===== src/rtl/cond_pkg.sv =====
// Shared constants for the ARM condition unit: condition-code encodings and
// the bit positions of N/Z/C/V inside the packed flag nibble.
package cond_pkg;

    localparam logic [3:0] COND_EQ = 4'b0000;
    localparam logic [3:0] COND_NE = 4'b0001;
    localparam logic [3:0] COND_CS = 4'b0010;
    localparam logic [3:0] COND_CC = 4'b0011;
    localparam logic [3:0] COND_MI = 4'b0100;
    localparam logic [3:0] COND_PL = 4'b0101;
    localparam logic [3:0] COND_VS = 4'b0110;
    localparam logic [3:0] COND_VC = 4'b0111;
    localparam logic [3:0] COND_HI = 4'b1000;
    localparam logic [3:0] COND_LS = 4'b1001;
    localparam logic [3:0] COND_GE = 4'b1010;
    localparam logic [3:0] COND_LT = 4'b1011;
    localparam logic [3:0] COND_GT = 4'b1100;
    localparam logic [3:0] COND_LE = 4'b1101;
    localparam logic [3:0] COND_AL = 4'b1110;
    localparam logic [3:0] COND_NV = 4'b1111;

    localparam int FLAG_N = 3;
    localparam int FLAG_Z = 2;
    localparam int FLAG_C = 1;
    localparam int FLAG_V = 0;

    typedef logic [3:0] flags_t;

endpackage


===== src/rtl/cond_eval.sv =====
// Pure combinational condition check: a 4-bit ARM condition field evaluated
// against a {N,Z,C,V} nibble. Also used by the branch predictor check.
module cond_eval
    import cond_pkg::*;
(
    input  logic [3:0] Cond,
    input  logic [3:0] Flags,
    output logic       CondEx
);

    logic n, z, c, v;

    assign n = Flags[FLAG_N];
    assign z = Flags[FLAG_Z];
    assign c = Flags[FLAG_C];
    assign v = Flags[FLAG_V];

    always_comb begin
        CondEx = 1'b0;
        case (Cond)
            COND_EQ: CondEx = z;
            COND_NE: CondEx = ~z;
            COND_CS: CondEx = c;
            COND_CC: CondEx = ~c;
            COND_MI: CondEx = n;
            COND_PL: CondEx = ~n;
            COND_VS: CondEx = v;
            COND_VC: CondEx = ~v;
            COND_HI: CondEx = c & ~z;
            COND_LS: CondEx = ~c | z;
            COND_GE: CondEx = (n == v);
            COND_LT: CondEx = (n != v);
            COND_GT: CondEx = ~z & (n == v);
            COND_LE: CondEx = z | (n != v);
            COND_AL: CondEx = 1'b1;
            COND_NV: CondEx = 1'b0;
            default: CondEx = 1'b0;
        endcase
    end

endmodule


===== src/rtl/cond_unit_pipe.sv =====
// Execute-stage condition unit: gates write enables on the condition result,
// owns the architectural flags, an exception flag shadow stack and
// saturating executed/squashed counters.
module cond_unit_pipe
    import cond_pkg::*;
#(
    parameter int SHADOW_DEPTH = 2,
    parameter int CNT_W        = 16
) (
    input  logic             CLK,
    input  logic             RESET,
    input  logic             Valid_E,
    input  logic             Stall_E,
    input  logic             Flush_E,
    input  logic [3:0]       Cond_E,
    input  logic [1:0]       FlagW_E,
    input  logic             PCS_E,
    input  logic             RegW_E,
    input  logic             MemW_E,
    input  logic             NoWrite_E,
    input  logic [3:0]       ALUFlags,
    input  logic             ExcEntry,
    input  logic             ExcReturn,
    output logic             PCSrc_E,
    output logic             RegWrite_E,
    output logic             MemWrite_E,
    output logic             CondEx_E,
    output logic [3:0]       Flags,
    output logic             ShadowFull,
    output logic             ShadowEmpty,
    output logic             ShadowErr,
    output logic [CNT_W-1:0] ExecCount,
    output logic [CNT_W-1:0] SquashCount
);

    localparam int PTR_W = $clog2(SHADOW_DEPTH + 1);

    flags_t             flags_q, flags_d;
    flags_t             aluNext;
    flags_t             topEntry;
    flags_t             stack_q [SHADOW_DEPTH];
    flags_t             stack_d [SHADOW_DEPTH];
    logic [PTR_W-1:0]   ptr_q, ptr_d;
    logic               err_q, err_d;
    logic [CNT_W-1:0]   exec_q, exec_d;
    logic [CNT_W-1:0]   squash_q, squash_d;

    logic condEx, go, full, empty;
    logic entryOnly, returnOnly, pushOk, popOk, misuse;

    cond_eval u_eval (
        .Cond   (Cond_E),
        .Flags  (flags_q),
        .CondEx (condEx)
    );

    assign go          = Valid_E & ~Stall_E & ~Flush_E & ~RESET;
    assign full        = (ptr_q == PTR_W'(SHADOW_DEPTH));
    assign empty       = (ptr_q == '0);
    assign entryOnly   = ExcEntry & ~ExcReturn;
    assign returnOnly  = ExcReturn & ~ExcEntry;
    assign pushOk      = entryOnly & ~full;
    assign popOk       = returnOnly & ~empty;
    assign misuse      = (entryOnly & full) | (returnOnly & empty) | (ExcEntry & ExcReturn);

    always_comb begin
        topEntry = '0;
        for (int i = 0; i < SHADOW_DEPTH; i++) begin
            if (ptr_q == PTR_W'(i + 1)) topEntry = stack_q[i];
        end
    end

    // A push captures the flags including this cycle's ALU update; a pop wins over it.
    always_comb begin
        aluNext = flags_q;
        if (go && condEx) begin
            if (FlagW_E[1]) begin
                aluNext[FLAG_N] = ALUFlags[FLAG_N];
                aluNext[FLAG_Z] = ALUFlags[FLAG_Z];
            end
            if (FlagW_E[0]) begin
                aluNext[FLAG_C] = ALUFlags[FLAG_C];
                aluNext[FLAG_V] = ALUFlags[FLAG_V];
            end
        end
        flags_d = popOk ? topEntry : aluNext;
        stack_d = stack_q;
        ptr_d   = ptr_q;
        for (int i = 0; i < SHADOW_DEPTH; i++) begin
            if (pushOk && ptr_q == PTR_W'(i)) stack_d[i] = aluNext;
        end
        if (pushOk) ptr_d = ptr_q + 1'b1;
        else if (popOk) ptr_d = ptr_q - 1'b1;
        err_d = err_q | misuse;
    end

    always_comb begin
        exec_d   = exec_q;
        squash_d = squash_q;
        if (go && condEx && exec_q != '1) exec_d = exec_q + 1'b1;
        if (go && !condEx && squash_q != '1) squash_d = squash_q + 1'b1;
    end

    always_ff @(posedge CLK) begin
        if (RESET) begin
            flags_q  <= '0;
            ptr_q    <= '0;
            err_q    <= 1'b0;
            exec_q   <= '0;
            squash_q <= '0;
            for (int i = 0; i < SHADOW_DEPTH; i++) stack_q[i] <= '0;
        end else begin
            flags_q  <= flags_d;
            ptr_q    <= ptr_d;
            err_q    <= err_d;
            exec_q   <= exec_d;
            squash_q <= squash_d;
            for (int i = 0; i < SHADOW_DEPTH; i++) stack_q[i] <= stack_d[i];
        end
    end

    assign CondEx_E    = condEx & ~RESET;
    assign PCSrc_E     = go & condEx & PCS_E;
    assign RegWrite_E  = go & condEx & RegW_E & ~NoWrite_E;
    assign MemWrite_E  = go & condEx & MemW_E;
    assign Flags       = flags_q;
    assign ShadowFull  = full;
    assign ShadowEmpty = empty;
    assign ShadowErr   = err_q;
    assign ExecCount   = exec_q;
    assign SquashCount = squash_q;

endmodule


===== config.mk =====
export PLATFORM = sky130hd
export DESIGN_NAME = cond_unit_pipe
export DESIGN_NICKNAME = d
export VERILOG_FILES = /design/src/rtl/cond_pkg.sv /design/src/rtl/cond_eval.sv /design/src/rtl/cond_unit_pipe.sv
export SDC_FILE = /design/constraint.sdc
export NUM_CORES = 1
export LEC_CHECK = 0
export CORE_MARGIN = 2
export CORE_UTILIZATION = 30
export CTS_CLUSTER_SIZE = 12
export DETAILED_ROUTE_END_ITERATION = 7
export MAX_ROUTING_LAYER = met4
export PLACE_DENSITY = 0.55
export SYNTH_ARGS = -nofsm -noshare
export SYNTH_HDL_FRONTEND = slang
export SYNTH_SLANG_ARGS = --single-unit
export TNS_END_PERCENT = 10

===== constraint.sdc =====
create_clock -name CLK -period 2.3 [get_ports CLK]
set_input_delay 0.46 -clock CLK [delete_from_list [all_inputs] [get_ports CLK]]
set_output_delay 0.46 -clock CLK [all_outputs]
set_load 0.005 [all_outputs]

======== Word-level counts from Yosys, hierarchy flattened ========
Cells that the tools add are included.
storage, ports and cells
  register bits ........................... 47
  output and inout port bits .............. 43
cells by class
  $add $sub $neg .......................... 4
  eq/ne operators ......................... 21
  muxes and demuxes ....................... 9
  bitwise operators ....................... 35
  reduce and logical (&&, ||, !) cells .... 10
operators by type and width
  cell                     number
  $add A16 B1 Y16 const B  2
  $eq A4 B4 Y1 const B     8
  $ne A16 B16 Y1 const B   2
  $and A1 B1 Y1            18
  $eq A4 B3 Y1 const B     4
  $mux W4                  4
  $pmux W1 S16             1
  $not A1 Y1               12
  $eq A4 B2 Y1 const B     2
  $mux W2                  4
  $logic_and A1 B1 Y1      6
  $or A1 B1 Y1             5
  $eq A4 B1 Y1 const B     1
  $logic_not A4 Y1         1
  $add A2 B1 Y2 const B    1
  $eq A2 B1 Y1 const B     1
  $eq A2 B2 Y1 const B     1
  $logic_not A2 Y1         1
  $reduce_bool A2 Y1       1
  $sub A2 B1 Y2 const B    1
  $eq A1 B1 Y1             1
  $logic_not A1 Y1         1
  $ne A1 B1 Y1             1

======== Depth between registers and ports, before layout ========
  depth after elaboration ................. 7
  mapped depth ............................ 9

======== Cells and area by module ========
Synthesis repeated with hierarchy kept, for this count alone.
second synthesis, totals
  cell total of the unflattened synthesis .. 287
  area, all modules ....................... 2464.9 µm²
modules (own cells, without submodules)
  module          instances  cells an instance  area an instance (µm²)
  cond_unit_pipe  1          264                2309.7
  cond_eval       1          23                 155.1

======== Worst setup path after synthesis ========
No wires, ideal clock.
  path kind ............................... input -> output
  from .................................... input port Cond_E[1]
  to ...................................... output port RegWrite_E
  data arrival time ....................... 1.899 ns
  path slack .............................. -0.059 ns
  stages .................................. 6
  buffers on the path ..................... 1
  cells stage by stage .................... or4b_1 -> o2111ai_1 -> a211oi_4 -> o21a_1 -> buf_2 -> nor3b_1
between the ends
  word-level cells in the longest chain between the ends .. 5
  elaborated cells on any way between the ends .. 20
ends and longest elaborated chain
  element                               line                   text
  start, declared                       cond_unit_pipe.sv:15   input logic [3:0] Cond_E,
  $eq A4 B4 Y1 (tied with other cells)  cond_eval.sv:20        case (Cond)
  $pmux W1 S16 *                        cond_eval.sv:20
  $and A1 B1 Y1 * (3 in series)         cond_unit_pipe.sv:124  assign RegWrite_E = go & condEx & RegW_E & ~NoWrite_E;
  end, declared                         cond_unit_pipe.sv:25   output logic RegWrite_E,
Mark *: on every way between the ends. The rest lies on a longest branch, timed or not.

======== Worst setup path in the final report ========
  from .................................... register flags_q[2] (netlist: Flags[2])
  to ...................................... output port RegWrite_E
between the ends
  word-level cells in the longest chain between the ends .. 6
  elaborated cells on any way between the ends .. 9
ends and longest elaborated chain
  element                                  line                                               text
  start, declared                          cond_unit_pipe.sv:38                               flags_t flags_q, flags_d;
  start signal, assigned                   cond_unit_pipe.sv:113                              flags_q <= flags_d;
  $not A1 Y1                               cond_eval.sv:22, cond_eval.sv:29, cond_eval.sv:33
  $and A1 B1 Y1, on equally long branches  cond_eval.sv:33, cond_eval.sv:29
  $pmux W1 S16 *                           cond_eval.sv:20
  $and A1 B1 Y1 * (3 in series)            cond_unit_pipe.sv:124
Marked as above.

==> results.toml <==
[placed_design]
cell_area_reported_after_detailed_placement_sq_mm = 0.00370
post-place-cells = 531
buffer_ports.inserted = 63
globalplace.congestion = 0.834
hpwl_um = 5510

[setup_path]
path_cells = "or4b_4 -> o2111ai_4 -> a211oi_4 -> o21a_2 -> buf_6 -> nor3b_2 -> buf_2"
critPathSlowestCell = "or4b_4"
max_incr_delay_on_cp_ps = 510
end_kind = "output pin"
critPathArrivalTime_ps = 2010
path_buf_inv = 2
startpoint_type = "register"
regToRegSetupSlack_ps = -60
worst-setup-path-type = "register to output pin"
worst_path_dominant_cell_family = "simple AND/OR/NAND/NOR gates"
cp_max_fo = 3
worst_ep_required_ps = 1840

[yosys]
yosys_most_used_dff = "dfxtp_1"
synth_edf_count = 0
post_synth_instance_area_sq_mm = 0.00268
synth_area_per_cell_sq_um = 8.04
netlist-cell-type-count = 49
ys.warnings.count = 0
ys_async_rst_share_pct = 0
synth_sequential_area_ratio_pct = 35.2
syn-instance-count = 333
ys_ff_latch = 47
synth_nets = 359

[pwr]
total_power_w = 0.00163
seq_power_share_pct = 50.9
switching_share_pct = 26.1
comb_power_share_pct = 16.4
p_leak_nw = 1.36
intPower_w = 0.00120
p_clk_share_pct = 32.6
ir_drop_mv = 0.204
power_density_mw_per_mm2 = 410
total_switching_power_w = 0.000425

[floorplanning]
die_area_sq_mm = 0.00969
die_width_um = 98.5
design.core.area_sq_mm = 0.00868
fp-row-count = 34
num_io_pins = 64
dieHeight_um = 98.5
initial_core_util_pct = 30.8

[timing]
final_worst_setup_slack_ps = -168
max_slew.worst_pin.slew_ps = 565
unrepaired_setup_endpoints_after_global_routing = "true"
layout_worst_path_cycle_share_pct = 107
fin_crit_ps = 2470
finalHoldViolCount = 0
timing.fmax_mhz = 405
drv_slew = 0
worst_clk_skew_ps = 12.2
relSlewSlack_pct = 62.3
final-setup-viol-count = 16
totalNegativeSetupSlack_ps = -739

[clocking]
cts_tree = "done"
ctsHtreeMaxLevel = 2
hold_buffers = 0
ctsRootBufferMaster = "clkbuf_8"
cts.clk_slew.worst_paths_ps = 90
tritoncts.num_buffers = 5
clk-insertion-delay-late_ps = 300
cts_num_sinks = 47
clk_path_buf_depth = 2

[detailed_routing]
drc = 0
post_drt_wl_per_cell_um = 14.7
via_per_inst = 5.37
via_count = 2934
drt_iter0_markers = 99
detail_route.first_pass.iterations = 4
totalWireLength_um = 8010
drtAntennaViolNets = 0

[global_route]
antenna_found_initial = 0
grt_overflow_total = 0
grt_first_pass_wirelength_um = 13600
groute.usage.overall_pct = 17.3
grt_max_degree = 49
via_count_of_the_first_global_routing_pass = 2820

[cells_and_area]
final_area_sq_mm = 0.00397
antenna-diode-count = 0
stdcell_count = 546
finish.utilization_pct = 45.8
flow.area_growth_from_synthesis_pct = 48.5
drive_above_1_share_pct = 21.0
fillers = 873
design.final.nets = 463

[flow_run]
maxCapViolations = 0

[outcome]
status = "finished, violations left"
violated_checks = "negative setup slack"

[hold_path]
hold_path.class = "register to register"
## cells by family after synthesis
family | Yosys count | synth area share [%]
AO/OA/AOI/OAI | 111 | 27.1
multiplexers | 6 | 2.24
XOR/XNOR | 4 | 1.59
buffers and inverters | 32 | 5.28
adder cells (fa/ha/maj) | 5 | 2.34
AND/OR/NAND/NOR | 128 | 26.3
flip-flops | 47 | 35.2
## per-stage QoR
| step | worst slack [ps] | hold slack, ps |
|---|---|---|
| 3_5_place_dp | -867 | 448 |
| 2_1_floorplan | -5.50 | 437 |
| 3_3_place_gp | -828 | 444 |
| 5_1_grt | -252 | 483 |
| 4_1_cts | -187 | 463 |
| 6_report | -168 | 461 |
## layout by cell type, fill, tap and decap left out, types with 2 or more instances in the layout
cell              n
nor2b_1           2
nor2_1           12
a21oi_2           2
a21o_1            2
ha_1              5
inv_1            17
dfxtp_1          44
xor2_1            2
buf_12            2
nand2b_1          3
a21oi_1          37
dlygate4sd2_1     3
o31ai_1          18
buf_4            39
o21ai_0          20
clkbuf_8          6
nor3b_1           2
nor4_1            2
or3_1            10
buf_2             8
o21ba_2           2
and3_1            5
clkdlybuf4s50_1  51
dfxtp_2           2
nand3_1          13
and4_1            2
buf_6             8
and3b_1           2
nand4_1           9
o211ai_1         16
nand2_1          37
or4_1            14
nand3b_1          2
mux2i_1           5
## synthesized netlist by cell type, types with 2 or more instances
cell	count	area share (%)
nor2b_1	2	0.47
nor3b_1	3	0.84
ha_1	5	2.3
nand2b_1	3	0.70
clkbuf_1	7	0.98
buf_2	5	0.93
or4_1	15	4.2
o31ai_1	19	5.3
o211ai_1	16	4.5
mux2i_1	6	2.2
nor2_1	13	1.8
nor3_1	2	0.37
and3_1	5	1.2
nand3_1	13	2.4
and3b_1	2	0.65
a21o_1	2	0.56
a21oi_1	39	7.3
and4_1	2	0.65
nor4_1	3	0.70
nand2_1	37	5.2
o21ai_0	20	3.7
or3b_2	2	0.65
inv_1	17	2.4
nand3b_1	2	0.56
o21ba_2	2	0.75
buf_4	2	0.56
dfxtp_1	47	35
nand4_1	9	2.1
xor2_1	2	0.65
or3_1	11	2.6
o21a_1	2	0.56
## path summary, 6_finish.rpt
path	from	to	cells after the start
max	Flags[2]$_SDFF_PP0_	RegWrite_E	7
min	stack_q[6]$_SDFFE_PP0P_	stack_q[6]$_SDFFE_PP0P_	2
max reg2reg	Flags[2]$_SDFF_PP0_	ExecCount[4]$_SDFFE_PP0P_	9
min reg2reg	stack_q[6]$_SDFFE_PP0P_	stack_q[6]$_SDFFE_PP0P_	2
## worst reg2reg max path, delay by kind of cell (launching register included)
| kind | cells | cell delay, ps |
|---|---|---|
| AO/OA/AOI/OAI | 4 | 980 |
| buffers and inverters | 3 | 420 |
| AND/OR/NAND/NOR | 2 | 540 |
| flip-flops | 1 | 370 |
## registers in the layout, indices dropped and copies added, names as in the netlist
| name | count |
|---|---|
| ExecCount | 16 |
| SquashCount | 16 |
| stack_q | 8 |
| Flags | 4 |
| ptr_q | 2 |
| ShadowErr | 1 |
## per-layer routing
layer  up-vias  routed length [um]  GRT usage, %
li1       1462                   -             -
met1      1408                3670          22.0
met2        57                3930          28.3
met3         7                 335          3.19
met4         0                  76          4.64
met5         -                   0             -
## power by group through the flow
stage | combinational (W) | clock [W] | sequential (W)
after floorplan | 0.000118 | 0 | 0.000850
after global placement | 0.000243 | 0 | 0.000848
after detailed placement | 0.000244 | 0 | 0.000848
after CTS | 0.000260 | 0.000554 | 0.000830
after global routing | 0.000292 | 0.000579 | 0.000831
final | 0.000268 | 0.000531 | 0.000829
## layout make-up
type,count,area [sq um],share of cell area (%)
multi-input cells,254,1720,43.4
inverters,17,63.8,1.61
clock buffers,7,86.3,2.17
flip-flops and latches,47,947,23.8
repair buffers,112,1010,25.4
clock inverters,1,8.76,0.220
well taps,108,135,3.40
## timing repair
action                                  CTS  global route
endpoints found under the setup margin   48            28
setup buffers                             8             0
pin swaps                                16            12
resized for setup                        57            11
(Power assumes the default switching activity.)
